===== src/rtl/hazard_sched.sv =====
// Hazard scheduler for the 5-stage core: operand forwarding, load-use and PC-write
// interlocks, and a wait/timeout FSM for multi-cycle data-memory accesses.
module hazard_sched #(
    parameter int unsigned MEM_TIMEOUT = 16,
    parameter int unsigned CW          = 5
) (
    input  logic       clk,
    input  logic       reset,
    input  logic       Match_1E_M,
    input  logic       Match_1E_W,
    input  logic       Match_2E_M,
    input  logic       Match_2E_W,
    input  logic       Match_12D_E,
    input  logic       RegWriteM,
    input  logic       RegWriteW,
    input  logic       MemtoRegE,
    input  logic       PCWrD,
    input  logic       BranchMissed,
    input  logic       MemReqM,
    input  logic       MemReadyM,
    output logic [1:0] ForwardAE,
    output logic [1:0] ForwardBE,
    output logic       StallF,
    output logic       StallD,
    output logic       StallE,
    output logic       StallM,
    output logic       FlushD,
    output logic       FlushE,
    output logic       FlushW,
    output logic       MemError
);

    typedef enum logic [1:0] {
        ST_IDLE = 2'd0,
        ST_WAIT = 2'd1,
        ST_ERR  = 2'd2
    } mem_state_t;

    mem_state_t      state;
    logic [CW-1:0]   cnt;
    logic            pcw_e;
    logic            pcw_m;
    logic            pcw_w;
    logic            ldr_stall;
    logic            pc_pend;
    logic            mem_stall;

    // Forwarding: the younger result in M wins over W.
    always_comb begin
        ForwardAE = 2'b00;
        ForwardBE = 2'b00;
        if (Match_1E_M && RegWriteM)      ForwardAE = 2'b10;
        else if (Match_1E_W && RegWriteW) ForwardAE = 2'b01;
        if (Match_2E_M && RegWriteM)      ForwardBE = 2'b10;
        else if (Match_2E_W && RegWriteW) ForwardBE = 2'b01;
    end

    assign ldr_stall = Match_12D_E & MemtoRegE;
    assign pc_pend   = PCWrD | pcw_e | pcw_m;

    // ERR never stalls so the faulting instruction can drain out of M.
    always_comb begin
        mem_stall = 1'b0;
        case (state)
            ST_IDLE: mem_stall = MemReqM & ~MemReadyM;
            ST_WAIT: mem_stall = ~MemReadyM;
            default: mem_stall = 1'b0;
        endcase
    end

    // A memory stall freezes F..M and suppresses flushes; branch resolution repeats.
    always_comb begin
        StallF = 1'b0;
        StallD = 1'b0;
        StallE = 1'b0;
        StallM = 1'b0;
        FlushD = 1'b0;
        FlushE = 1'b0;
        FlushW = 1'b0;
        if (mem_stall) begin
            StallF = 1'b1;
            StallD = 1'b1;
            StallE = 1'b1;
            StallM = 1'b1;
            FlushW = 1'b1;
        end else begin
            StallF = ldr_stall | pc_pend;
            StallD = ldr_stall;
            FlushD = pc_pend | pcw_w | BranchMissed;
            FlushE = ldr_stall | BranchMissed;
        end
    end

    // PC-write shadow pipeline, held alongside the datapath during memory stalls.
    always_ff @(posedge clk or posedge reset) begin
        if (reset) begin
            pcw_e <= 1'b0;
            pcw_m <= 1'b0;
            pcw_w <= 1'b0;
        end else if (!mem_stall) begin
            pcw_e <= PCWrD & ~FlushE;
            pcw_m <= pcw_e;
            pcw_w <= pcw_m;
        end
    end

    // Memory wait FSM with timeout counter and sticky error flag.
    always_ff @(posedge clk or posedge reset) begin
        if (reset) begin
            state    <= ST_IDLE;
            cnt      <= '0;
            MemError <= 1'b0;
        end else begin
            case (state)
                ST_IDLE: begin
                    if (MemReqM && !MemReadyM) begin
                        state <= ST_WAIT;
                        cnt   <= CW'(1);
                    end
                end
                ST_WAIT: begin
                    if (MemReadyM) begin
                        state <= ST_IDLE;
                        cnt   <= '0;
                    end else if (cnt == CW'(MEM_TIMEOUT)) begin
                        state    <= ST_ERR;
                        MemError <= 1'b1;
                    end else begin
                        cnt <= cnt + CW'(1);
                    end
                end
                default: begin
                    state <= ST_IDLE;
                    cnt   <= '0;
                end
            endcase
        end
    end

endmodule


===== config.mk =====
export PLATFORM = sky130hd
export DESIGN_NAME = hazard_sched
export DESIGN_NICKNAME = d
export VERILOG_FILES = /design/src/rtl/hazard_sched.sv
export SDC_FILE = /design/constraint.sdc
export NUM_CORES = 1
export LEC_CHECK = 0
export CAP_MARGIN = 20
export CORE_MARGIN = 2
export CORE_UTILIZATION = 42
export CTS_CLUSTER_SIZE = 25
export DETAILED_ROUTE_END_ITERATION = 7
export GPL_TIMING_DRIVEN = 0
export PLACE_DENSITY = 0.75
export SLEW_MARGIN = 20
export SYNTH_ARGS = -nofsm -noshare
export SYNTH_HDL_FRONTEND = slang
export SYNTH_SLANG_ARGS = --single-unit

===== constraint.sdc =====
create_clock -name clk -period 2 [get_ports clk]
set_input_delay 0.4 -clock clk [delete_from_list [all_inputs] [get_ports clk]]
set_output_delay 0.4 -clock clk [all_outputs]
set_load 0.05 [all_outputs]

==> impl_results.md <==
- Outcome: finished clean
- Max VDD drop: 661 µV
- Final hold viol count: 0
- Overflow left after global routing: 0
- H-tree lvl count: 1
- WL per Instance: between 10 and 15 µm
- DRT met1 WL: 617 µm
- Sink Count: 11
- Maximum fanout along the worst path: 2
- Critical R2R Launch: cnt[0]
- Yosys Warn Count: 0
- CTS Root Cell: clkbuf_4
- Worst Reg-to-Reg Cells: 5
- # IOs: 26
- Metal3 WL: 49 µm
- Vias in the first global route: 567
- Via-to-Cell Ratio: 4.97
- FF-to-FF End: cnt[1]
- Crit path launch: RegWriteM
- Clk Latency, worst-skew pair: 270 ps
- Fin area: 973 µm²
- Worst path required time: 1600 ps
- DRC errors left: 0
- Average size of a mapped cell: 9.86 µm²
- Die area: 1930 µm²
- RSZ-0062 raised after global routing: false
- Max Clk Rate: 516 MHz
- #FFs+latches synth: 11
- Detailed Route WL: 1.39 mm
- Setup tns final: 0 ps
- I/O Buffers: 25
- Syn Nets: 84
- Site row count: 14
- Fin crit share: 96.9%
- Met2 wire len: approximately 720 µm
- N_diodes: 0
- Worst Setup EP: ForwardAE[1]
- Pwr dens: 789 nW/µm²
- TritonCTS clock tree: yes
- DP Area: 947 µm²
- Minimum clock period: around 1900 ps
- Detailed Route Iter0 Violations: 9
- Fin nets: between 100 and 150
- Antenna violations before repair: 0
- CP endpoint kind: output port
- Post-synthesis cell area: 671 µm²
- Pre-antenna DRT Iters: 4
- Die Y-Extent: 44.0 µm
- Hold slack: 400 ps
- CTS Buf Count: 3
- WP data arrival: 1540 ps
- Final-report setup violation count: 0
- Largest net degree at the start of global routing: 12
- Fill count: roughly 130
- Share of layout cells above drive strength 1: ~30%
- Post-Route Skew: around 2.3 ps
- First-pass GRT wire length: 2.38 mm
- Global Route Usage Sum: between 10% and 20%
- Max Used Layer: met3
- Vias post-DR: ~570
- Clk slew on worst S/H paths: around 70 ps
- Sequential area share after synthesis: around two fifths
- Worst setup SP type: input pin
- Crit path kind: in -> out
- Maximum clock insertion buffer count: 2
- R2R setup slack: 400 ps
- GPL Wtd Cong: 0.826
- Cells after Synth: between 60 and 70
- Worst Tran Pin Value: just under 500 ps
- Synth cell types: 32
- Remaining antenna violation count: 0
- MaxCap Viol Count: 0
- Die W: around 44 µm
- Max_slew headroom: 67.0%
- Core region area: 1510 µm²
- HPWL after DPL: roughly 1.1 mm
- LEAKAGE: about 0.47 nW
- Most frequent cells in the layout: clkdlybuf4s50_1, dfrtp_1, buf_4
- Starting Density: 44.5%
- Worst hold-check path type: in -> async
- Synth-to-Final Area Change: 45.1%
- Most common cell after layout, fill and taps aside: clkdlybuf4s50_1
- Final Slew Violations: 0
==> routing by layer <==
layer	GRT usage [%]	vias to the layer above
met5	0	-
met3	6.25	0
li1	-	297
met4	3.64	0
met2	27.4	7
met1	20.8	267
==> synth_stat cells <==
cell type	instances	area (µm²)
or2_2	1	6.26
nor2_1	6	22.5
o32ai_1	1	8.76
nor3b_1	1	7.51
o21ai_0	1	5.00
o31a_1	1	8.76
o21ai_4	1	16.3
a22o_1	2	17.5
nand2_1	5	18.8
a21oi_1	3	15.0
ha_1	2	25.0
nor4bb_4	1	25.0
nand3_1	3	15.0
nand3b_1	1	7.51
xnor2_1	1	8.76
or3b_1	1	8.76
a31oi_1	1	6.26
buf_4	3	22.5
nor2b_1	1	6.26
and4_2	1	10.0
dfrtp_1	11	275
and2_1	3	18.8
nor3_1	2	10.0
o22a_1	1	8.76
inv_1	6	22.5
mux2_2	2	22.5
nand2b_1	1	6.26
or4b_1	1	10.0
and2_2	1	7.51
mux2i_1	1	10.0
and2b_1	1	7.51
a221o_1	1	10.0
==> how the worst min path moves through the flow <==
| stage | from | slack, ps | cells past startpoint | endpoint |
|---|---|---|---|---|
| after floorplan | reset | 250 | 1 | MemError |
| after global placement | MemError | 450 | 1 | MemError |
| after detailed placement | MemError | 460 | 1 | MemError |
| after CTS | reset | 410 | 2 | cnt[0] |
| after global routing | reset | 430 | 2 | pcw_w |
| final | reset | 400 | 2 | pcw_w |
==> logic make-up (layout without fill, tap and decap cells) <==
logic type / count (synthesis) / count (layout) / share of synthesized area (%)
multiplexers: 3 / 3 / 4.85
XOR/XNOR: 1 / 1 / 1.31
AO/OA/AOI/OAI: 12 / 12 / 14.4
AND/OR/NAND/NOR: 30 / 30 / 28.0
flip-flops: 11 / 11 / 41.0
adder cells (fa/ha/maj): 2 / 2 / 3.73
buffers and inverters: 9 / 40 / 6.72
==> power by group <==
group          internal [mW]  leakage (nW)  total [mW]  switching, mW
sequential             0.259         0.145       0.290         0.0306
combinational          0.141         0.305       0.326          0.185
clock                 0.0741        0.0177       0.153         0.0784
total                  0.475         0.468       0.769          0.294
==> critical path: stages <==
cell             delay [ps]
clkdlybuf4s50_1         460
and2_1                  140
dlygate4sd2_1           530
==> metrics by stage <==
step / power (mW) / utilization, % / setup slack (ps) / std cells
global placement: 0.619 / 62.9 / -789 / 109
finish: 0.769 / 64.6 / 61.6 / 115
floorplan: 0.515 / - / 58.0 / 68
detailed placement: 0.625 / 62.9 / -815 / 109
CTS: 0.770 / 63.5 / 3.76 / 113
global route: 0.815 / 64.6 / 29.0 / 115
==> area by class of cell <==
cell class	instances	area, µm²	area share (%)
sequential	11	275	28.3
inverter	6	22.5	2.31
timing repair buffer	27	241	24.8
multi-input combinational	48	364	37.4
buffer	3	22.5	2.31
clock inverter	1	5.00	0.514
clock buffer	3	22.5	2.31
tap	16	20.0	2.06
==> state kept, by name, summed over array words and instances (netlist names) <==
name      cells
pcw_e         1
pcw_m         1
pcw_w         1
MemError      1
state         2
cnt           5
==> timing repair <==
item,CTS,global route
hold buffers,0,0
setup buffers,0,2
pin swaps,1,1
resized for setup,42,6
gates cloned,0,0
hold endpoints to repair,0,0
setup endpoints to repair,11,7
Power figures use the tool's default switching activity.
